### src/rtl/pc_pkg.sv
// Shared definitions for the program-counter sequencing unit:
// operation encodings, operation width and the default PC width.
package pc_pkg;

    // Width of the op field supplied by the control decoder
    localparam int PC_OP_W = 3;

    // Default program-counter width
    localparam int PC_W_DEFAULT = 32;

    // Next-pc operation encodings; codes 5..7 fall back to NEXT
    localparam logic [PC_OP_W-1:0] PC_OP_NEXT   = 3'd0;
    localparam logic [PC_OP_W-1:0] PC_OP_BRANCH = 3'd1;
    localparam logic [PC_OP_W-1:0] PC_OP_JUMP   = 3'd2;
    localparam logic [PC_OP_W-1:0] PC_OP_CALL   = 3'd3;
    localparam logic [PC_OP_W-1:0] PC_OP_RET    = 3'd4;

endpackage

### src/rtl/pc_seq_unit_ras.sv
// Return-address stack for pc_seq_unit: a small LIFO of PC values.
// A push while full and a pop while empty are silently ignored; the
// parent is responsible for flagging those events. State changes on the
// falling clock edge to match the rest of the sequencing unit.
module pc_ras
    import pc_pkg::*;
#(
    parameter int PC_W      = PC_W_DEFAULT,
    parameter int RAS_DEPTH = 8
) (
    input  logic            clk,
    input  logic            rst,
    input  logic            push,
    input  logic            pop,
    input  logic [PC_W-1:0] din,
    output logic [PC_W-1:0] dout,
    output logic            empty,
    output logic            full
);

    localparam int IDX_W = $clog2(RAS_DEPTH);
    localparam int SP_W  = IDX_W + 1;

    logic [PC_W-1:0]  entries_q [RAS_DEPTH];
    logic [PC_W-1:0]  entries_d [RAS_DEPTH];
    logic [SP_W-1:0]  sp_q;
    logic [SP_W-1:0]  sp_d;
    logic [IDX_W-1:0] wr_idx;
    logic [IDX_W-1:0] top_idx;
    logic             do_push;
    logic             do_pop;

    // The stack pointer counts valid entries; the top lives at sp-1.
    // When empty, top_idx wraps inside the array, so dout is a harmless
    // stale value that the parent never selects.
    assign wr_idx  = sp_q[IDX_W-1:0];
    assign top_idx = wr_idx - IDX_W'(1);
    assign dout    = entries_q[top_idx];
    assign empty   = (sp_q == '0);
    assign full    = (sp_q == SP_W'(RAS_DEPTH));
    assign do_push = push && !full;
    assign do_pop  = pop && !empty;

    // Next stack state; push wins if both requests ever arrive together
    always_comb begin
        entries_d = entries_q;
        sp_d      = sp_q;
        if (do_push) begin
            entries_d[wr_idx] = din;
            sp_d              = sp_q + SP_W'(1);
        end else if (do_pop) begin
            sp_d = sp_q - SP_W'(1);
        end
    end

    // Stack storage and pointer, updated on the falling edge
    always_ff @(negedge clk or posedge rst) begin
        if (rst) begin
            sp_q <= '0;
            for (int i = 0; i < RAS_DEPTH; i++) begin
                entries_q[i] <= '0;
            end
        end else begin
            sp_q      <= sp_d;
            entries_q <= entries_d;
        end
    end

endmodule

### src/rtl/pc_seq_unit.sv
// Program counter and next-pc selection for the soft processor.
// Supports sequential fetch, conditional relative branch, absolute jump
// and call/return through an internal return-address stack, with sticky
// overflow/underflow flags. All state changes on the falling clock edge.
// Optional feature macro PC_TRAP_EN: a CALL while the stack is full or a
// RET while it is empty redirects pc to TRAP_PC instead of the normal
// destination.
module pc_seq_unit
    import pc_pkg::*;
#(
    parameter int              PC_W      = PC_W_DEFAULT,
    parameter int              RAS_DEPTH = 8,
    parameter logic [PC_W-1:0] RESET_PC  = '0,
    parameter logic [PC_W-1:0] TRAP_PC   = '0
) (
    input  logic               clk,
    input  logic               rst,
    input  logic               stall,
    input  logic [PC_OP_W-1:0] op,
    input  logic               cond,
    input  logic [PC_W-1:0]    offset,
    input  logic [PC_W-1:0]    target,
    output logic [PC_W-1:0]    pc,
    output logic               ras_empty,
    output logic               ras_full,
    output logic               ras_ovf,
    output logic               ras_unf
);

`ifdef PC_TRAP_EN
    localparam bit TRAP_EN = 1'b1;
`else
    localparam bit TRAP_EN = 1'b0;
`endif

    logic [PC_W-1:0] pc_q;
    logic [PC_W-1:0] pc_d;
    logic            ovf_q;
    logic            ovf_d;
    logic            unf_q;
    logic            unf_d;
    logic [PC_W-1:0] seq_pc;
    logic [PC_W-1:0] ras_top;
    logic            ras_push;
    logic            ras_pop;
    logic            is_call;
    logic            is_ret;
    logic            call_ovf;
    logic            ret_unf;

    assign seq_pc   = pc_q + PC_W'(1);
    assign is_call  = !stall && (op == PC_OP_CALL);
    assign is_ret   = !stall && (op == PC_OP_RET);
    assign call_ovf = is_call && ras_full;
    assign ret_unf  = is_ret && ras_empty;
    assign ras_push = is_call && !ras_full;
    assign ras_pop  = is_ret && !ras_empty;

    pc_ras #(
        .PC_W      (PC_W),
        .RAS_DEPTH (RAS_DEPTH)
    ) u_ras (
        .clk   (clk),
        .rst   (rst),
        .push  (ras_push),
        .pop   (ras_pop),
        .din   (seq_pc),
        .dout  (ras_top),
        .empty (ras_empty),
        .full  (ras_full)
    );

    // Next-pc mux and sticky flag update; a stall freezes everything
    always_comb begin
        pc_d  = pc_q;
        ovf_d = ovf_q | call_ovf;
        unf_d = unf_q | ret_unf;
        if (!stall) begin
            case (op)
                PC_OP_BRANCH: pc_d = cond ? (seq_pc + offset) : seq_pc;
                PC_OP_JUMP:   pc_d = target;
                PC_OP_CALL:   pc_d = (call_ovf && TRAP_EN) ? TRAP_PC : target;
                PC_OP_RET: begin
                    if (ret_unf) begin
                        pc_d = TRAP_EN ? TRAP_PC : seq_pc;
                    end else begin
                        pc_d = ras_top;
                    end
                end
                default:      pc_d = seq_pc;
            endcase
        end
    end

    // Program counter and sticky flags, updated on the falling edge
    always_ff @(negedge clk or posedge rst) begin
        if (rst) begin
            pc_q  <= RESET_PC;
            ovf_q <= 1'b0;
            unf_q <= 1'b0;
        end else begin
            pc_q  <= pc_d;
            ovf_q <= ovf_d;
            unf_q <= unf_d;
        end
    end

    assign pc      = pc_q;
    assign ras_ovf = ovf_q;
    assign ras_unf = unf_q;

endmodule

### config.mk
export PLATFORM = sky130hd
export DESIGN_NAME = pc_seq_unit
export DESIGN_NICKNAME = d
export VERILOG_FILES = /design/src/rtl/pc_pkg.sv /design/src/rtl/pc_seq_unit_ras.sv /design/src/rtl/pc_seq_unit.sv
export SDC_FILE = /design/constraint.sdc
export NUM_CORES = 1
export LEC_CHECK = 0
export CORE_MARGIN = 2
export CORE_UTILIZATION = 60
export CTS_CLUSTER_DIAMETER = 50
export CTS_CLUSTER_SIZE = 25
export DETAILED_ROUTE_END_ITERATION = 8
export PLACE_DENSITY = 0.82
export SLEW_MARGIN = 5
export SYNTH_ARGS = -nofsm -noshare
export SYNTH_HDL_FRONTEND = slang
export SYNTH_SLANG_ARGS = --single-unit
### constraint.sdc
create_clock -name clk -period 12.4 [get_ports clk]
set_clock_uncertainty 0.15 [all_clocks]
set_input_delay 1.86 -clock clk [delete_from_list [all_inputs] [get_ports clk]]
set_output_delay 1.86 -clock clk [all_outputs]
set_load 0.03 [all_outputs]
==> parameters.txt, run 1 <==
Parameter                              Value

Outcome
  Status ... completed

Clock tree
  Root buffer cell ... clkbuf_16
  Number of H-tree levels ... 1
  Clock tree from TritonCTS ... done
  Clk sinks ... 294
  Number of cells upsized or downsized after cts ... 0
  Total clock buffers created by CTS ... 28
  Clock slew seen by the registers of the worst setup and hold paths ... roughly 0.05 ns
  Post-CTS Hold Buffers ... 0
  Clock latency reported for the late side of the worst-skew pair ... 0.56 ns
  Number of setup buffers added after CTS ... 0
  Buffer levels on the longest clock path ... 3

Layout
  Fraction of layout cells with a size suffix above 1 ... a little under an eighth
  Final nets ... roughly 1700
  Fillcell total ... approximately 1700
  Antenna diode count ... 0
  Post-route design area ... about 18000 sq um
  Area growth, synth to finish ... 16.1%

Floorplan
  Floorplan die area ... ~27000 sq um
  Vertical die dimension ... roughly 170 um
  Overall die width ... about 170 um
  Number of I/O pins ... ~110
  Row count ... 58
  Effective utilization at floorplan ... between 60% and 70%
  Placeable core region ... around 25000 sq um

Critical path
  Depth of the most critical reg-to-reg path ... 15
  Arrival time at the worst endpoint ... around 9 ns
  Worst reg2reg setup slack ... 6.95 ns
  Worst R2R Start ... pc[0]
  R2R Path End ... pc[19]
  Max FO, Critical Path ... 27
  Capturing element type of the critical path ... output pin
  Kind of start point of the critical path ... flip-flop
  CP Data Required Time ... between 10 and 15 ns
  Type of the setup path with the least slack ... reg2out

Yosys
  Post-Synth Adder-Cell Area ... about 3.6%
  Post-Synth XOR/XNOR Area ... just under 4%
  Cell taking the most area after synthesis ... dfrtn_1
  Most instantiated flip-flop cell in the synthesis netlist ... dfrtn_1
  Synth Warn # ... 0
  Share of synthesized area spent on multiplexers ... roughly an eighth
  Synth async-reset ratio ... 100%
  Area fraction in compound gates after synthesis ... approximately 17%
  Number of distinct library cells after synthesis ... a little over 70
  Average size of a mapped cell ... 10.0 sq um
  Dominant combinational cell family by area after synthesis ... compound AO/OA/AOI/OAI gates
  Post-synthesis register bit count ... between 200 and 300
  Number of enable-type register cells in the synthesized netlist ... 0
  Post-Synthesis Net Count ... approximately 1700
  Simple-gate area share of the yosys netlist ... approximately an eighth
  Fraction of the yosys area taken by sequential cells ... 47.3%
  Yosys top cell area share ... 47.3%
  Area contributors post-synth ... dfrtn_1 (47%), mux4_2 (9.3%), a21oi_1 (6.3%), o21ai_0 (5.8%), nand2_1 (4.6%)
  Cell count after synthesis ... ~1500
  Cell area after synthesis ... ~16000 sq um
  Cell with the most instances after synthesis ... dfrtn_1
  Most frequent cells after synthesis ... dfrtn_1 (294), a21oi_1 (195), nand2_1 (190)

Drt
  Routed Wire Length ... 43700 um
  Initial DRC count ... 1578
  Number of vias after detailed routing ... between 10000 and 15000
  Average via count per standard cell ... ~6.6
  Final routed DRC violation total ... 0
  Average wire per cell in the routed design ... 22.2 um
  Length of the first detailed-routing pass in iterations ... 5
  Antenna-violating nets left ... 0

Timing
  Rel. slew slack ... around a fifth
  Finish-stage setup viols ... 0
  TNS Setup ... 0 ns
  Actual transition at the worst max-transition pin ... approximately 1.2 ns
  RSZ-0062 raised after global routing ... no
  Final count of pins violating max slew ... 0
  Final Hold Violating Endpoints ... 0

Global routing
  Met3 routing resource usage after global routing ... under 10%
  Met1 GRT Util ... 43.7%
  Number of global-route vias before repair ... roughly 13000
  Layer with the highest usage ... met2
  Wire length of the first global-routing pass ... between 60000 and 70000 um
  Met2 routing resource usage after global routing ... 53.4%
  Grt ovf ... 0
  Maximum number of pins on one net before global-route repair ... about 110
  Initial antenna violation count ... 0
  Total routing usage reported by global routing ... about a third

Power and ir drop
  Net Switching ... 1.87 mW
  Total power divided by cell area ... around 260 nW/um^2
  Clock share of power ... about a fifth
  Cell internal power dissipation ... ~2.8 mW
  Worst-case vdd ir drop ... 170 uV
  Sequential Power Share ... between 30 and 40%
  Combinational group share of total power ... between 40% and 50%
  Leakage power ... between 7 and 8 nW
  Proportion of total power due to net switching ... between 30% and 40%

Min path
  Hold Crit Class ... reg2reg
  Worst min-delay path endpoint ... ras_ovf
  Hold path startpoint ... ras_ovf
  Worst Hold Path Cells ... 1

Place
  Port Buffer Count ... ~110
  Post-DP HPWL ... about 28000 um
  Placed Instance Area ... 17000 sq um
  Final RePlAce weighted congestion ... slightly below 1

Flow run
  Maximum Capacitance Violations ... 0
per-stage QoR:
step / setup slack [ns] / total power, mW / util, % / hold WS [ns] / std cells
6_report: 1.32 / 4.69 / 71.4 / 0.258 / 1966
5_1_grt: 1.24 / 4.94 / 71.4 / 0.277 / 1966
4_1_cts: 1.32 / 4.66 / 71.4 / 0.260 / 1966
3_5_place_dp: 1.05 / 3.62 / 67.0 / 0.256 / 1914
3_3_place_gp: 1.17 / 3.53 / 67.0 / 0.254 / 1914
2_1_floorplan: 0.446 / 3.03 / - / 0.255 / 1549
per-layer routing:
| layer | wire (um) | share of wire [%] |
|---|---|---|
| met4 | 1120 | 2.6 |
| met2 | 21000 | 48 |
| met3 | 4640 | 11 |
| met1 | 16900 | 39 |
| met5 | 0 | 0 |
flip-flops by register name, summed over array words and instances, names as in the netlist:
name	flops
u_ras.entries_q	256
ras_unf	1
u_ras.sp_q	4
ras_ovf	1
pc	32
worst max-delay path by stage:
stage / start / endpoint / slack, ns / cells past startpoint
after CTS: u_ras.sp_q[0] / ras_empty / 1.32 / 6
after global routing: u_ras.sp_q[0] / ras_empty / 1.24 / 6
final: u_ras.sp_q[0] / ras_empty / 1.32 / 6
after global placement: offset[0] / pc[30] / 1.17 / 12
after detailed placement: op[1] / u_ras.entries_q[151] / 1.05 / 8
after floorplan: rst / pc[0] / 0.45 / 1
final cells by class:
| cell class | instances | area (sq um) | share of cell area, % |
|---|---|---|---|
| tap | 330 | 413 | 2.28 |
| inverter | 63 | 240 | 1.33 |
| clock buffer | 33 | 771 | 4.26 |
| timing repair buffer | 130 | 1310 | 7.25 |
| sequential | 294 | 7360 | 40.7 |
| clock inverter | 19 | 327 | 1.81 |
| multi-input combinational | 1097 | 7660 | 42.4 |
power by group through the flow:
stage | registers (mW) | clock network [mW] | logic, mW
2_1_floorplan | 1.63 | 0 | 1.40
3_3_place_gp | 1.62 | 0 | 1.91
3_5_place_dp | 1.65 | 0 | 1.97
4_1_cts | 1.65 | 1.01 | 2.00
5_1_grt | 1.70 | 1.05 | 2.20
6_report | 1.66 | 0.998 | 2.03
cells in the final DEF (no fill, tap or decap), types with 5 or more instances in the layout:
cell type | Yosys | routed
a21o_1 | 15 | 15
a21oi_1 | 195 | 195
and2_1 | 5 | 5
and3_1 | 10 | 8
buf_12 | 0 | 6
buf_4 | 1 | 18
clkbuf_16 | 0 | 29
clkdlybuf4s50_1 | 0 | 105
dfrtn_1 | 294 | 294
ha_1 | 41 | 40
inv_1 | 63 | 62
inv_12 | 0 | 5
mux2_2 | 10 | 10
mux2i_1 | 28 | 28
mux4_2 | 64 | 64
nand2_1 | 190 | 189
nand2b_1 | 10 | 10
nand3_1 | 19 | 16
nand3_2 | 2 | 5
nand4_1 | 9 | 9
nor2_1 | 126 | 125
nor3_1 | 16 | 16
o211ai_1 | 5 | 5
o21ai_0 | 181 | 181
o221ai_1 | 24 | 24
o22a_1 | 5 | 5
xnor2_1 | 38 | 38
xnor2_2 | 10 | 10
xor2_1 | 12 | 11
critical path: stages, from the launching register on:
cell and delay (ns):
dfrtn_1 0.32, buf_4 0.28, inv_1 0.23, ha_4 0.20
or3b_2 0.51, inv_1 0.10, clkdlybuf4s50_1 0.67
cells by family (layout without fill, tap and decap cells):
| kind of cell | after synthesis | count (layout) |
|---|---|---|
| AO/OA/AOI/OAI | 471 | 471 |
| AND/OR/NAND/NOR | 420 | 420 |
| flip-flops | 294 | 294 |
| buffers and inverters | 158 | 245 |
| multiplexers | 102 | 102 |
| XOR/XNOR | 61 | 61 |
| adder cells (fa/ha/maj) | 43 | 43 |
(Power assumes the default switching activity.)
==> run 2: changes to the inputs <==
RECOVER_POWER = 50   (was unset)
==> parameters.txt, run 2 (synthesis results as in run 1) <==
Parameter                              Value

Outcome
  Status ... complete, but fails checks
  Failing checks ... capacitance limit, slew limit

Power and ir drop
  Proportion of total power due to net switching ... 39.9% (about the same)
  Sequential Power Share ... 35.5% (about the same)
  Worst-case vdd ir drop ... 170 uV (-0.29%)
  Net Switching ... 1.87 mW (-0.17%)
  Cell internal power dissipation ... 2.82 mW (-0.19%)
  Combinational group share of total power ... 43.2% (about the same)
  Total power divided by cell area ... 259 nW/um^2 (about the same)
  Leakage power ... 7.93 nW (-0.13%)
  Clock share of power ... 21.3% (about the same)

Global routing
  Maximum number of pins on one net before global-route repair ... 113 (unchanged)
  Number of global-route vias before repair ... 13100 (unchanged)
  Initial antenna violation count ... 0 (unchanged)
  Grt ovf ... 0 (unchanged)
  Wire length of the first global-routing pass ... 68900 um (unchanged)
  Total routing usage reported by global routing ... 32.8% (unchanged)

Layout
  Antenna diode count ... 0 (unchanged)
  Leading cell type in the layout, fill and taps excluded ... dfrtn_1
  Register with the highest flop count ... u_ras.entries_q
  Area growth, synth to finish ... 16.0%
  Commonest cells after routing, fill and taps aside ... dfrtn_1 (294), a21oi_1 (195), nand2_1 (189), o21ai_0 (181), nor2_1 (125)
  Fraction of layout cells with a size suffix above 1 ... 11.6% (-0.12 points)
  Final nets ... 1728 (unchanged)
  Largest register FFs ... 256 (unchanged)

Critical path
  Crit-path cells ... buf_4 -> inv_1 -> ha_4 -> or3b_2 -> inv_1 -> clkdlybuf4s50_1
  Worst Setup SP ... u_ras.sp_q[0]
  Type of the setup path with the least slack ... reg2out
  Worst R2R Start ... pc[0]
  Cell repeated most along the worst path ... inv_1
  Arrival time at the worst endpoint ... 9.07 ns (about the same)
  Worst path buffer plus inverter count ... 4 (unchanged)
  Capturing element type of the critical path ... output pin
  Kind of start point of the critical path ... flip-flop
  Max FO, Critical Path ... 27 (unchanged)
  Slowest cell delay on critical path ... 0.67 ns (about the same)
  CP Data Required Time ... 10.39 ns (about the same)
  Gate family responsible for the most delay along the worst path ... buffers and inverters
  Cell with the largest stage delay on the worst path ... clkdlybuf4s50_1

Clock tree
  Root buffer cell ... clkbuf_16
  Number of setup buffers added after CTS ... 0 (unchanged)
  Post-CTS Hold Buffers ... 0 (unchanged)
  Clock tree from TritonCTS ... done
  Number of cells upsized or downsized after cts ... 0 (unchanged)
  Clock slew seen by the registers of the worst setup and hold paths ... 0.05 ns (about the same)
  Buffer levels on the longest clock path ... 3 (unchanged)
  Clock latency reported for the late side of the worst-skew pair ... 0.56 ns (about the same)
  Total clock buffers created by CTS ... 28 (unchanged)
  Clk sinks ... 294 (unchanged)
  Number of H-tree levels ... 1 (unchanged)

Timing
  Finish-stage setup viols ... 0 (unchanged)
  RSZ-0062 raised after global routing ... no
  Actual transition at the worst max-transition pin ... 1.83 ns (+0.635 ns)
  TNS Setup ... 0 ns (unchanged)
  Final Hold Violating Endpoints ... 0 (unchanged)
  Setup slack of the critical path after layout ... 1.32 ns (-0.00344 ns)
  Rel. slew slack ... -22.0% (-42 points)
  Final count of pins violating max slew ... 113 (+113)

Drt
  Topmost layer with routed signal wires ... met4
  Number of vias after detailed routing ... 12900 (-0.085%)
  Average wire per cell in the routed design ... 22.2 um (about the same)
  Post-Route M1 WL ... 16900 um (about the same)
  Met2 routed WL ... 21100 um (+0.63%)
  Final routed DRC violation total ... 0 (unchanged)
  Routed Wire Length ... 43700 um (about the same)
  Average via count per standard cell ... 6.54 (about the same)
  Length of routed met3 wiring ... 4550 um (-1.9%)
  Initial DRC count ... 1494 (-5.3%)
  Antenna-violating nets left ... 0 (unchanged)
  Length of the first detailed-routing pass in iterations ... 5 (unchanged)

Min path
  Hold path startpoint ... ras_ovf
  Hold Crit Class ... reg2reg

Floorplan
  Placeable core region ... 25300 sq um (unchanged)
  Floorplan die area ... 27200 sq um (unchanged)
  Overall die width ... 165 um (unchanged)
  Vertical die dimension ... 165 um (unchanged)
  Row count ... 58 (unchanged)
  Effective utilization at floorplan ... 61.5% (unchanged)
  Number of I/O pins ... 107 (unchanged)

Place
  Final RePlAce weighted congestion ... 0.985 (unchanged)
  Post-DP HPWL ... 28400 um (unchanged)
  Post-Place Worst Slack ... 1.05 ns (unchanged)
  Port Buffer Count ... 106 (unchanged)

Flow run
  Maximum Capacitance Violations ... 2 (+2)
## run 2: cell types whose count changed in the layout (fill, tap and decap cells not counted), moves of 2 or more
cell / change
buf_4: -2
clkdlybuf4s50_1: -16
dlygate4sd3_1: +16
clkbuf_2: +2
## run 2: final cells by class
| type | count | area, sq um |
|---|---|---|
| timing repair buffer | 130 | 1290 |
| clock buffer | 33 | 771 |
| clock inverter | 19 | 327 |
| inverter | 63 | 238 |
| fill | 1719 | 7280 |
| multi-input combinational | 1097 | 7660 |
| tap | 330 | 413 |
| sequential | 294 | 7360 |
## run 2: power groups by stage
stage | sequential (mW) | clock (mW) | combinational (mW)
CTS | 1.65 | 1.01 | 2.00
detailed placement | 1.65 | 0 | 1.97
global placement | 1.62 | 0 | 1.91
finish | 1.66 | 0.999 | 2.02
global route | 1.70 | 1.05 | 2.19
floorplan | 1.63 | 0 | 1.40
## run 2: worst paths after layout
| check | depth (start not counted) | slack, ns | end |
|---|---|---|---|
| min in group asynchronous | 2 | 8.13 | u_ras.entries_q[228] |
| max | 6 | 1.32 | ras_empty |
| min | 1 | 0.25 | ras_ovf |
| max reg2reg | 15 | 6.92 | pc[19] |
| max in group asynchronous | 3 | 1.47 | pc[0] |
| min reg2reg | 1 | 0.25 | ras_ovf |
## run 2: worst reg2reg max path, stage by stage (launching register included)
cell	delay, ns
dfrtn_1	0.74
nand4_4	0.22
or3_4	0.46
nor2_1	0.15
nand2_1	0.08
xnor2_1	0.85
inv_1	0.11
ha_1	0.45
nand2_1	0.08
nor4_1	0.52
a22oi_1	0.15
o311ai_0	0.76
a31o_2	0.27
xor2_1	0.08
a21oi_1	0.16
a21oi_1	0.05
## run 2: per-stage QoR
stage / util, % / total power, mW / std cells / instance area (sq um) / hold WS (ns)
floorplan: - / 3.03 / 1549 / 15600 / 0.255
global placement: 67.0 / 3.53 / 1914 / 17000 / 0.254
detailed placement: 67.0 / 3.62 / 1914 / 17000 / 0.256
CTS: 71.4 / 4.66 / 1966 / 18100 / 0.260
global route: 71.3 / 4.94 / 1966 / 18100 / 0.271
finish: 71.3 / 4.68 / 1966 / 18100 / 0.251
## run 2: metal layers
metal / vias to the layer above / global-route usage (%)
li1: 5661 / -
met1: 6398 / 43.7
met2: 688 / 53.4
met3: 120 / 7.79
met4: 0 / 11.2
met5: - / 0
